### src/rtl/tag_lookup_pkg.sv
// Shared defaults, width helper and response record for the tag lookup block.
package tag_lookup_pkg;

  localparam int TAG_BITS_DEF = 10;
  localparam int WAYS_DEF     = 4;
  localparam int SET_BITS_DEF = 6;

  // Response record is sized for the widest legal configuration
  // (16 ways, up to 16 set bits); narrower builds zero-extend into it.
  localparam int WAY_BITS_MAX = 4;
  localparam int SET_BITS_MAX = 16;

  function automatic int clog2(input int v);
    int r;
    r = 0;
    for (int i = 0; i < 31; i++)
      if ((1 << i) < v) r = i + 1;
    return r;
  endfunction

  typedef struct packed {
    logic                    hit;
    logic [WAY_BITS_MAX-1:0] way;
    logic                    multi;
    logic [WAY_BITS_MAX-1:0] victim;
    logic [SET_BITS_MAX-1:0] set;
  } resp_t;

endpackage

### src/rtl/tag_way_compare.sv
// One way's tag comparator: exact equality, qualified by the way's valid bit.
module tag_way_compare #(
  parameter int TAG_BITS = 10
) (
  input  logic [TAG_BITS-1:0] tag_a_i,
  input  logic [TAG_BITS-1:0] tag_b_i,
  input  logic                valid_i,
  output logic                match_o
);

  assign match_o = valid_i && (tag_a_i == tag_b_i);

endmodule

### src/rtl/tag_lookup.sv
// Set-associative tag lookup: two-stage pipeline producing hit/way/multi-hit
// and a replacement victim (first free way, else per-set round-robin).
module tag_lookup
  import tag_lookup_pkg::*;
#(
  parameter  int TAG_BITS = TAG_BITS_DEF,
  parameter  int WAYS     = WAYS_DEF,
  parameter  int SET_BITS = SET_BITS_DEF,
  localparam int WAY_BITS = clog2(WAYS),
  localparam int SETS     = 2 ** SET_BITS
) (
  input  logic                     clk,
  input  logic                     rst_n,
  input  logic                     req_valid,
  output logic                     req_ready,
  input  logic [SET_BITS-1:0]      req_set,
  input  logic [TAG_BITS-1:0]      req_tag,
  input  logic [WAYS*TAG_BITS-1:0] way_tags,
  input  logic [WAYS-1:0]          way_valid,
  output logic                     resp_valid,
  input  logic                     resp_ready,
  output logic                     resp_hit,
  output logic [WAY_BITS-1:0]      resp_way,
  output logic                     resp_multi,
  output logic [WAY_BITS-1:0]      resp_victim,
  output logic [SET_BITS-1:0]      resp_set
);

  logic                           s1_valid_q;
  logic [SET_BITS-1:0]            s1_set_q;
  logic [TAG_BITS-1:0]            s1_tag_q;
  logic [WAYS-1:0][TAG_BITS-1:0]  s1_tags_q;
  logic [WAYS-1:0]                s1_wvld_q;
  logic                           resp_valid_q;
  resp_t                          resp_q, resp_d;
  logic [SETS-1:0][WAY_BITS-1:0]  rr_q;

  logic [WAYS-1:0]     match;
  logic [WAY_BITS-1:0] hit_way, free_way, victim;
  logic                hit, multi, all_valid, s1_adv, rr_bump;

  assign s1_adv    = !resp_valid_q || resp_ready;
  assign req_ready = !s1_valid_q || s1_adv;

  for (genvar g = 0; g < WAYS; g++) begin : g_cmp
    tag_way_compare #(.TAG_BITS(TAG_BITS)) u_cmp (
      .tag_a_i (s1_tags_q[g]),
      .tag_b_i (s1_tag_q),
      .valid_i (s1_wvld_q[g]),
      .match_o (match[g])
    );
  end

  // Lowest-index priority encode of matches and of free (invalid) ways.
  always_comb begin
    hit_way  = '0;
    free_way = '0;
    for (int i = WAYS - 1; i >= 0; i--) begin
      if (match[i])      hit_way  = WAY_BITS'(i);
      if (!s1_wvld_q[i]) free_way = WAY_BITS'(i);
    end
  end

  assign hit       = |match;
  assign multi     = |(match & (match - WAYS'(1)));
  assign all_valid = &s1_wvld_q;
  // The pointer was already advanced by any older request to this set at the
  // edge it left S1, so reading it here is never stale.
  assign victim    = all_valid ? rr_q[s1_set_q] : free_way;
  assign rr_bump   = s1_valid_q && s1_adv && !hit && all_valid;

  // Assemble the S2 record from the S1 result.
  always_comb begin
    resp_d        = '0;
    resp_d.hit    = hit;
    resp_d.way    = WAY_BITS_MAX'(hit_way);
    resp_d.multi  = multi;
    resp_d.victim = WAY_BITS_MAX'(victim);
    resp_d.set    = SET_BITS_MAX'(s1_set_q);
  end

  // S1: capture request together with the set's tags/valids on acceptance.
  always_ff @(posedge clk or negedge rst_n) begin
    if (!rst_n) begin
      s1_valid_q <= 1'b0;
      s1_set_q   <= '0;
      s1_tag_q   <= '0;
      s1_tags_q  <= '0;
      s1_wvld_q  <= '0;
    end else if (req_ready) begin
      s1_valid_q <= req_valid;
      if (req_valid) begin
        s1_set_q  <= req_set;
        s1_tag_q  <= req_tag;
        s1_tags_q <= way_tags;
        s1_wvld_q <= way_valid;
      end
    end
  end

  // S2: output registers, frozen while a response waits for resp_ready.
  always_ff @(posedge clk or negedge rst_n) begin
    if (!rst_n) begin
      resp_valid_q <= 1'b0;
      resp_q       <= '0;
    end else if (s1_adv) begin
      resp_valid_q <= s1_valid_q;
      if (s1_valid_q) resp_q <= resp_d;
    end
  end

  // Per-set round-robin pointer: advances only on a miss with no free way.
  always_ff @(posedge clk or negedge rst_n) begin
    if (!rst_n) rr_q <= '0;
    else if (rr_bump) rr_q[s1_set_q] <= rr_q[s1_set_q] + WAY_BITS'(1);
  end

  assign resp_valid  = resp_valid_q;
  assign resp_hit    = resp_q.hit;
  assign resp_way    = resp_q.way[WAY_BITS-1:0];
  assign resp_multi  = resp_q.multi;
  assign resp_victim = resp_q.victim[WAY_BITS-1:0];
  assign resp_set    = resp_q.set[SET_BITS-1:0];

  // Upper bits of the wide record are always zero for narrow builds.
  logic resp_unused;
  assign resp_unused = ^{resp_q.way, resp_q.victim, resp_q.set};

endmodule

### config.mk
export PLATFORM = sky130hd
export DESIGN_NAME = tag_lookup
export DESIGN_NICKNAME = d
export VERILOG_FILES = /design/src/rtl/tag_lookup_pkg.sv /design/src/rtl/tag_way_compare.sv /design/src/rtl/tag_lookup.sv
export SDC_FILE = /design/constraint.sdc
export NUM_CORES = 1
export LEC_CHECK = 0
export ABC_AREA = 1
export CAP_MARGIN = 20
export CORE_ASPECT_RATIO = 1.75
export CORE_MARGIN = 2
export CORE_UTILIZATION = 35
export DETAILED_ROUTE_END_ITERATION = 7
export PLACE_DENSITY_LB_ADDON = 0.05
export SKIP_CTS_REPAIR_TIMING = 1
export SLEW_MARGIN = 15
export SYNTH_ARGS = -nofsm -noshare
export SYNTH_HDL_FRONTEND = slang
export SYNTH_HIERARCHICAL = 1
export SYNTH_SLANG_ARGS = --single-unit
### constraint.sdc
create_clock -name clk -period 2.7 [get_ports clk]
set_clock_uncertainty 0.1 [all_clocks]
set_input_delay 0.675 -clock clk [delete_from_list [all_inputs] [get_ports clk]]
set_output_delay 0.675 -clock clk [all_outputs]
set_load 0.03 [all_outputs]
==> out/metrics.sh, run 1 <==
STATUS='finished, final reports clean'
SYNTHDOMINANTAREACELLTYPE='sky130_fd_sc_hd__dfrtp_1'
DOMINANT_CELLS_BY_AREA_AFTER_SYNTHESIS='sky130_fd_sc_hd__dfrtp_1 (46%), sky130_fd_sc_hd__nand2_1 (21%), sky130_fd_sc_hd__inv_1 (6.1%), sky130_fd_sc_hd__mux2_2 (5.3%), sky130_fd_sc_hd__nand3_2 (5.1%)'
CRIT_TYPE='reg -> reg'
STARTPOINT='s1_tag_q[4]'
WORST_IR_DROP_VDD_uV=541
SYNTH_COMPOUND_AREA_SHARE_PCT=4.75
POWER_REPORT.INTERNAL_TOTAL_uW=6100
SETUP_REPAIR_AFTER_GLOBAL_ROUTING_MISSED_ITS_MARGIN='true'
MET2_USAGE_PCT=39.5
POST-SYNTH-TOP-COUNT-CELL='sky130_fd_sc_hd__nand2_1'
SHARE_SEQ_OF_TOTAL_POWER_PCT=40.4
POWER_uW=8820
ANTENNADIODECOUNT=0
MUXSHAREOFSYNTHAREA_PCT=5.28
FINAL_PERIOD_MINUS_WORST_SETUP_SLACK_NS=2.58
GRT_FIRST_PASS_WIRELENGTH_UM=53000
SYNTHTOPCELLSBYCOUNT='sky130_fd_sc_hd__nand2_1 (602), sky130_fd_sc_hd__dfrtp_1 (202), sky130_fd_sc_hd__inv_1 (178), sky130_fd_sc_hd__nor2_1 (114), sky130_fd_sc_hd__o21ai_0 (77)'
CRIT_PATH_END_KIND='flip-flop'
COMBINATIONAL_SHARE_OF_POWER_PCT=22.3
NETSWITCHINGPOWER_uW=2720
SYN-CELL-AREA_SQ_UM=10900
LAYOUT-DRIVE-GT1-SHARE_PCT=20.0
DRT-WIRELENGTH-PER-CELL_UM=16.2
FINAL_CORE_UTILIZATION_PCT=45.1
SEQ_AREA_FRAC_SYNTH_PCT=46.5
AVGVIACOUNTPERCELL=4.61
ARRIVAL_NS=2.89
COUNT_OF_FLIP_FLOPS_WITH_A_BUILT_IN_ENABLE_AFTER_SYNTHESIS=0
TRITONCTS_BUFFER_COUNT=23
DOMINANT_COMBINATIONAL_CELL_FAMILY_BY_AREA_AFTER_SYNTHESIS='simple AND/OR/NAND/NOR gates'
VIAS=9285
DRT-INITIAL-DRC-COUNT=335
CTS_TREE='yes'
POSTSYNTHCELLCOUNT=1429
FINAL-HOLD-VIOLATION-COUNT=0
STARTPOINT_TYPE='flip-flop'
DIE-AREA_SQ_UM=32500
YOSYS.AREA_SHARE.XOR_XNOR_PCT=0.967
SEQ_CELLS_POST_SYNTH=202
POST_SYNTH_FA_HA_MAJ_AREA_FRACTION_PCT=0
TIMING.SLEW.HEADROOM_PCT=63.8
VIAS_IN_THE_FIRST_GLOBAL_ROUTE=9752
CLKLATENCYLATEPIN_NS=0.53
GLOBAL_ROUTE.OVERFLOW_TOTAL=0
FINALSETUPVIOLCOUNT=0
SYNTH-MAIN-FF-CELL='sky130_fd_sc_hd__dfrtp_1'
IO_PINS=78
REPORT.FINAL.SLEW_VIOL_COUNT=0
FLOORPLAN.INITIALDENSITY_PCT=35.5
FINAL_WORST_SLACK_NS=0.117
SYNTH_CELL_TYPE_COUNT=32
ROW_COUNT=85
DP_HPWL_UM=23700
CTS.HTREE.LEVELS=1
MAX_FREQ_MHz=387
GRT_USE_MET1_PCT=23.2
REQUIRED_NS=3.01
LEAKAGE_POWER_OF_THE_DESIGN_uW=0.00692
PLACEABLECOREAREA_SQ_UM=30600
TIMING.RR.START='s1_tag_q[4]'
DIE_WIDTH_UM=137
POST_SYNTHESIS_ASYNC_SET_OR_RESET_FLOP_SHARE_PCT=100
DPL_WORST_SLACK_NS=-0.338
WORST-SLEW-PIN-TRANSITION_NS=0.539
CRITPATHCAPTURE='rr_q[108]'
CLOCK-SINKS=202
REMAINING_DRC_ERRORS=0
GRTUSAGETOTAL_PCT=21.2
SYN2LAYOUT_AREA_GROWTH_PCT=27.1
ROUTED_WL_UM=32600
DRT.ANTENNA.VIOLATING_NETS=0
DRV_CAP=0
CTS.REPORTEDPATHS.CLKPINSLEW_NS=0.06
P_SW_SHARE_PCT=30.9
SYNTH_AREA_PER_CELL_SQ_UM=7.61
DIE_H_UM=237
REG2REG_TO='rr_q[108]'
NETLIST.AREA_LEADER.SHARE_PCT=46.5
SYNTHSIMPLEGATEAREAFRAC_PCT=33.0
BUSIEST_LAYER='met2'
NNETSFINAL=1669
SYNTH_WARNINGS=6
DR.PASS1.ITERS=5
CRIT_PATH_MAX_FANOUT=8
WORST_REG2REG_PATH_DEPTH=20
POWER.DENSITY_CELL_AREA_nW_PER_UM2=639
NUMPORTBUFFERS=77
WORST-R2R-SETUP-SLACK_NS=0.12
POWER.SHARE.CLOCK_PCT=37.3
NET_COUNT_AFTER_SYNTHESIS=1493
HOLDCRITPATHCLASS='reg -> reg'
FINALHOLDWORSTSLACK_NS=0.376
ANTENNA_FOUND_INITIAL=0
GRT_UTIL_MET3_PCT=3.69
PLACE_CONGESTION=0.807
GRT_START_MAX_NET_PINS=71
FINAL_MIN_PERIOD_OVER_CLOCK_PERIOD_PCT=95.7
CTS_MAX_PATH_BUFFERS=3
CTSROOTBUFFERMASTER='sky130_fd_sc_hd__clkbuf_16'
[flip-flops by register name (all words and copies together), names as in the netlist]
signal and count:
s1_tag_q 10, s1_tags_q 40, resp_way 2, resp_victim 2, resp_valid 1, s1_set_q 6, s1_wvld_q 4, resp_hit 1
resp_set 6, rr_q 128, s1_valid_q 1, resp_multi 1
[routing by layer]
| metal | part of all wire [%] | vias to the layer above |
|---|---|---|
| li1 | - | 4727 |
| met3 | 4.2 | 63 |
| met2 | 53 | 158 |
| met4 | 4.3 | 0 |
| met5 | 0 | - |
| met1 | 38 | 4337 |
[worst min path at each step]
stage                end  depth (start not counted)  slack (ns)      start
3_5_place_dp   rr_q[115]                          2        0.37  rr_q[115]
2_1_floorplan   resp_hit                          0        0.28      rst_n
5_1_grt        rr_q[103]                          2        0.40  rr_q[103]
4_1_cts         rr_q[16]                          1       -0.02      rst_n
6_report        rr_q[47]                          2        0.38   rr_q[47]
3_3_place_gp    rr_q[40]                          2        0.36   rr_q[40]
[worst max-delay path, cell delays in order, from the launching register on]
cell                      delay [ns]
sky130_fd_sc_hd__dfrtp_2        0.48
sky130_fd_sc_hd__inv_2          0.06
sky130_fd_sc_hd__nand2_1        0.04
sky130_fd_sc_hd__nand2_1        0.06
sky130_fd_sc_hd__inv_1          0.03
sky130_fd_sc_hd__nand2_1        0.05
sky130_fd_sc_hd__nor2_1         0.04
sky130_fd_sc_hd__nand2_1        0.11
sky130_fd_sc_hd__nor2_2         0.06
sky130_fd_sc_hd__nor2_2         0.13
sky130_fd_sc_hd__nand2_1        0.10
sky130_fd_sc_hd__nor3_2         0.14
sky130_fd_sc_hd__nand2_1        0.08
sky130_fd_sc_hd__inv_2          0.07
sky130_fd_sc_hd__buf_12         0.11
sky130_fd_sc_hd__nand4_1        0.18
sky130_fd_sc_hd__buf_4          0.24
sky130_fd_sc_hd__nor2_1         0.15
sky130_fd_sc_hd__inv_1          0.09
sky130_fd_sc_hd__nand2_1        0.06
sky130_fd_sc_hd__o21ai_0        0.07
[per-stage QoR]
| stage | instances | cell area [sq um] | TNS, ns |
|---|---|---|---|
| 2_1_floorplan | 1429 | 10900 | 0 |
| 3_5_place_dp | 1967 | 12900 | -19.84 |
| 5_1_grt | 2012 | 13800 | -4.72 |
| 6_report | 2012 | 13800 | 0 |
| 3_3_place_gp | 1967 | 12900 | -18.65 |
| 4_1_cts | 2008 | 13700 | -6.73 |
[layout make-up]
type	count	area (sq um)
sequential	202	5060
timing repair buffer	202	1920
clock inverter	11	130
tap	391	489
fill	3128	16800
clock buffer	30	652
multi-input combinational	994	4880
inverter	182	688
[layout by cell type, fill, tap and decap left out, drive strengths merged, types with 2 or more instances in the layout]
cell	count
a21oi	12
buf	125
bufinv	3
clkbuf	31
clkdlybuf4s50	75
clkinv	10
dfrtp	202
inv	180
mux2	51
nand2	606
nand3	86
nand4	2
nor2	120
nor3	11
o211ai	5
o21ai	79
or2	7
xnor2	12
[power groups by stage]
stage                     registers (uW)  logic (uW)  clock network [uW]
after floorplan                     3630        1080                   0
after global placement              3620        1970                   0
after detailed placement            3620        1970                   0
after CTS                           3570        1980                3390
after global routing                3610        2200                3530
final                               3560        1970                3290
[logic make-up (layout without fill, tap and decap cells)]
family | Yosys count | after routing
AND/OR/NAND/NOR | 832 | 832
buffers and inverters | 233 | 425
flip-flops | 202 | 202
AO/OA/AOI/OAI | 99 | 99
multiplexers | 51 | 51
XOR/XNOR | 12 | 12
No activity file was read; power rests on OpenSTA's default activity.
==> run 2: changes to the inputs <==
--- a/config.mk
+++ b/config.mk
@@ -10,6 +10,7 @@
 export CORE_ASPECT_RATIO = 1.75
 export CORE_MARGIN = 2
 export CORE_UTILIZATION = 35
+export CTS_BUF_LIST = sky130_fd_sc_hd__clkbuf_8
 export DETAILED_ROUTE_END_ITERATION = 7
 export PLACE_DENSITY_LB_ADDON = 0.05
 export SKIP_CTS_REPAIR_TIMING = 1
==> run 2 against run 1 <==
  * Critical path depth unchanged
  * Worst setup slack got worse by 0.026 ns
  * Sequential share of layout area up 0.13 points
  * Total power fell by 2.4%
  * Critical path type unchanged
  * Largest power group unchanged
  * Highest routed layer unchanged
==> out/metrics.sh, run 2 (same netlist as run 1, synthesis figures left out) <==
STATUS='finished, final reports clean'
FLOORPLAN.INITIALDENSITY_PCT=35.5
P_SW_SHARE_PCT=32.1
CTS_MAX_PATH_BUFFERS=3
NETSWITCHINGPOWER_uW=2760
MOST-COMMON-LAYOUT-CELLS='sky130_fd_sc_hd__nand2_1 (598), sky130_fd_sc_hd__dfrtp_1 (198), sky130_fd_sc_hd__inv_1 (183)'
FINAL-HOLD-VIOLATION-COUNT=0
DRV_CAP=0
REQUIRED_NS=3.04
IO_PINS=78
POWER.SHARE.CLOCK_PCT=35.8
FINALSETUPVIOLCOUNT=0
NUM-FILL-CELLS=3169
SLOWEST_STAGE_DELAY_ON_CRITICAL_PATH_NS=0.46
DP_HPWL_UM=23700
SETUP_REPAIR_AFTER_GLOBAL_ROUTING_MISSED_ITS_MARGIN='true'
STARTPOINT='s1_tag_q[1]'
STDCELL_AREA_SQ_UM=13800
CRIT_PATH_END_KIND='flip-flop'
TIMING.SETUP.TNS_NS=0
SHARE_SEQ_OF_TOTAL_POWER_PCT=41.4
DRT-WIRELENGTH-PER-CELL_UM=16.1
ARRIVAL_NS=2.95
TIMING.RR.START='s1_tag_q[1]'
HOLDCRITPATHCLASS='reg -> reg'
SYN2LAYOUT_AREA_GROWTH_PCT=26.6
REPORT.FINAL.SLEW_VIOL_COUNT=0
STARTPOINT_TYPE='flip-flop'
DIE_WIDTH_UM=137
FINAL_WORST_SLACK_NS=0.0909
FINAL_PERIOD_MINUS_WORST_SETUP_SLACK_NS=2.61
TIMING.SLEW.HEADROOM_PCT=62.1
CTS.REPORTEDPATHS.CLKPINSLEW_NS=0.07
REGISTERS.TOP_BY_FF_COUNT='rr_q'
WORST_IR_DROP_VDD_uV=446
LEAKAGE_POWER_OF_THE_DESIGN_uW=0.00695
CTSROOTBUFFERMASTER='sky130_fd_sc_hd__clkbuf_8'
ROW_COUNT=85
FLIP_FLOP_COUNT_OF_THE_LARGEST_REGISTER_AFTER_LAYOUT=128
CTS_TREE='yes'
WORSTHOLDSTART='rr_q[115]'
VIAS_IN_THE_FIRST_GLOBAL_ROUTE=9859
PLACE_AREA_SQ_UM=12900
GRT_FIRST_PASS_WIRELENGTH_UM=53100
MAX_FREQ_MHz=383
REMAINING_DRC_ERRORS=0
CLOCK-SINKS=202
NUMPORTBUFFERS=77
GLOBAL_ROUTE.OVERFLOW_TOTAL=0
MULTI_INPUT_COMB_AREA_SQ_UM=4860
COMBINATIONAL_SHARE_OF_POWER_PCT=22.8
ROUTED_WL_UM=32800
DIE-AREA_SQ_UM=32500
GRT_START_MAX_NET_PINS=71
AVGVIACOUNTPERCELL=4.59
ANTENNADIODECOUNT=0
LAYOUT_COMMONEST_CELL='sky130_fd_sc_hd__nand2_1'
DIE_H_UM=237
WORST-SLEW-PIN-TRANSITION_NS=0.565
CRITICAL-PATH-SLOWEST-CELL='sky130_fd_sc_hd__dfrtp_1'
NNETSFINAL=1683
DRT.ANTENNA.VIOLATING_NETS=0
PLACE_CONGESTION=0.807
CRIT_TOP_CELL='sky130_fd_sc_hd__nand2_1'
PATH_CELLS='buf_4, inv_1, nand2_1, nand2_1, inv_1, nand2_1, nor2_1, nand2_2, nor2_2, nor3_2, nand2_1, inv_2, buf_12, nand4_1, buf_4, nor2_1, buf_4, inv_1, nand2_1, o21ai_0'
POWER.DENSITY_CELL_AREA_nW_PER_UM2=625
FINAL_CORE_UTILIZATION_PCT=45.0
POWER_REPORT.INTERNAL_TOTAL_uW=5840
FINAL_MIN_PERIOD_OVER_CLOCK_PERIOD_PCT=96.6
SEQCELLAREA_SQ_UM=5060
FINALHOLDWORSTSLACK_NS=0.378
CLKLATENCYLATEPIN_NS=0.56
ANTENNA_FOUND_INITIAL=0
CRIT_TYPE='reg -> reg'
DR.PASS1.ITERS=5
CTS.HTREE.LEVELS=2
TRITONCTS_BUFFER_COUNT=36
GRTUSAGETOTAL_PCT=21.3
VIAS=9337
CRIT_PATH_MAX_FANOUT=8
PLACEABLECOREAREA_SQ_UM=30600
LAYOUT-DRIVE-GT1-SHARE_PCT=20.3
LARGESTREGISTERS='rr_q: 128 flops, s1_tags_q: 40 flops, s1_tag_q: 10 flops'
DRT-INITIAL-DRC-COUNT=382
DPL_WORST_SLACK_NS=-0.338
==> run 2: layout make-up <==
class / instances / share of cell area, %
flip-flops and latches: 202 / 36.8
multi-input cells: 994 / 35.3
repair buffers: 203 / 13.9
inverters: 182 / 5.00
clock buffers: 46 / 4.60
well taps: 391 / 3.55
clock inverters: 17 / 0.936
==> run 2: layer usage <==
layer,track usage (%),vias to the layer above,wire [um]
met2,39.4,163,17700
met3,4.20,65,1320
li1,-,4746,-
met4,9.50,0,1450
met1,23.0,4363,12400
met5,0,-,0
==> run 2: power groups by stage <==
stage               registers [uW]  logic, uW  clock network, uW
floorplan                     3630       1080                  0
global placement              3620       1970                  0
detailed placement            3620       1970                  0
CTS                           3570       1980               3190
global route                  3610       2190               3310
finish                        3570       1960               3080
==> run 2: worst paths after layout <==
path / slack [ns] / depth (start not counted) / end
min in group asynchronous: 0.50 / 2 / rr_q[16]
worst min-delay path: 0.38 / 2 / rr_q[115]
max in group asynchronous: 1.27 / 3 / rr_q[97]
worst max-delay path: 0.09 / 20 / rr_q[44]
worst max register to register: 0.09 / 20 / rr_q[44]
worst min register to register: 0.38 / 2 / rr_q[115]
==> run 2: worst max-delay path: cells and delay by family (launching register included) <==
kind | cells | cell delay [ns]
compound gates | 1 | 0.07
buf+inv | 8 | 0.86
flops | 1 | 0.46
simple gates | 11 | 0.98
==> run 2: metrics by stage <==
stage                     std cells  total power [uW]
final                          2035              8610
after global routing           2035              9120
after CTS                      2030              8740
after detailed placement       1967              5590
after global placement         1967              5580
after floorplan                1429              4710
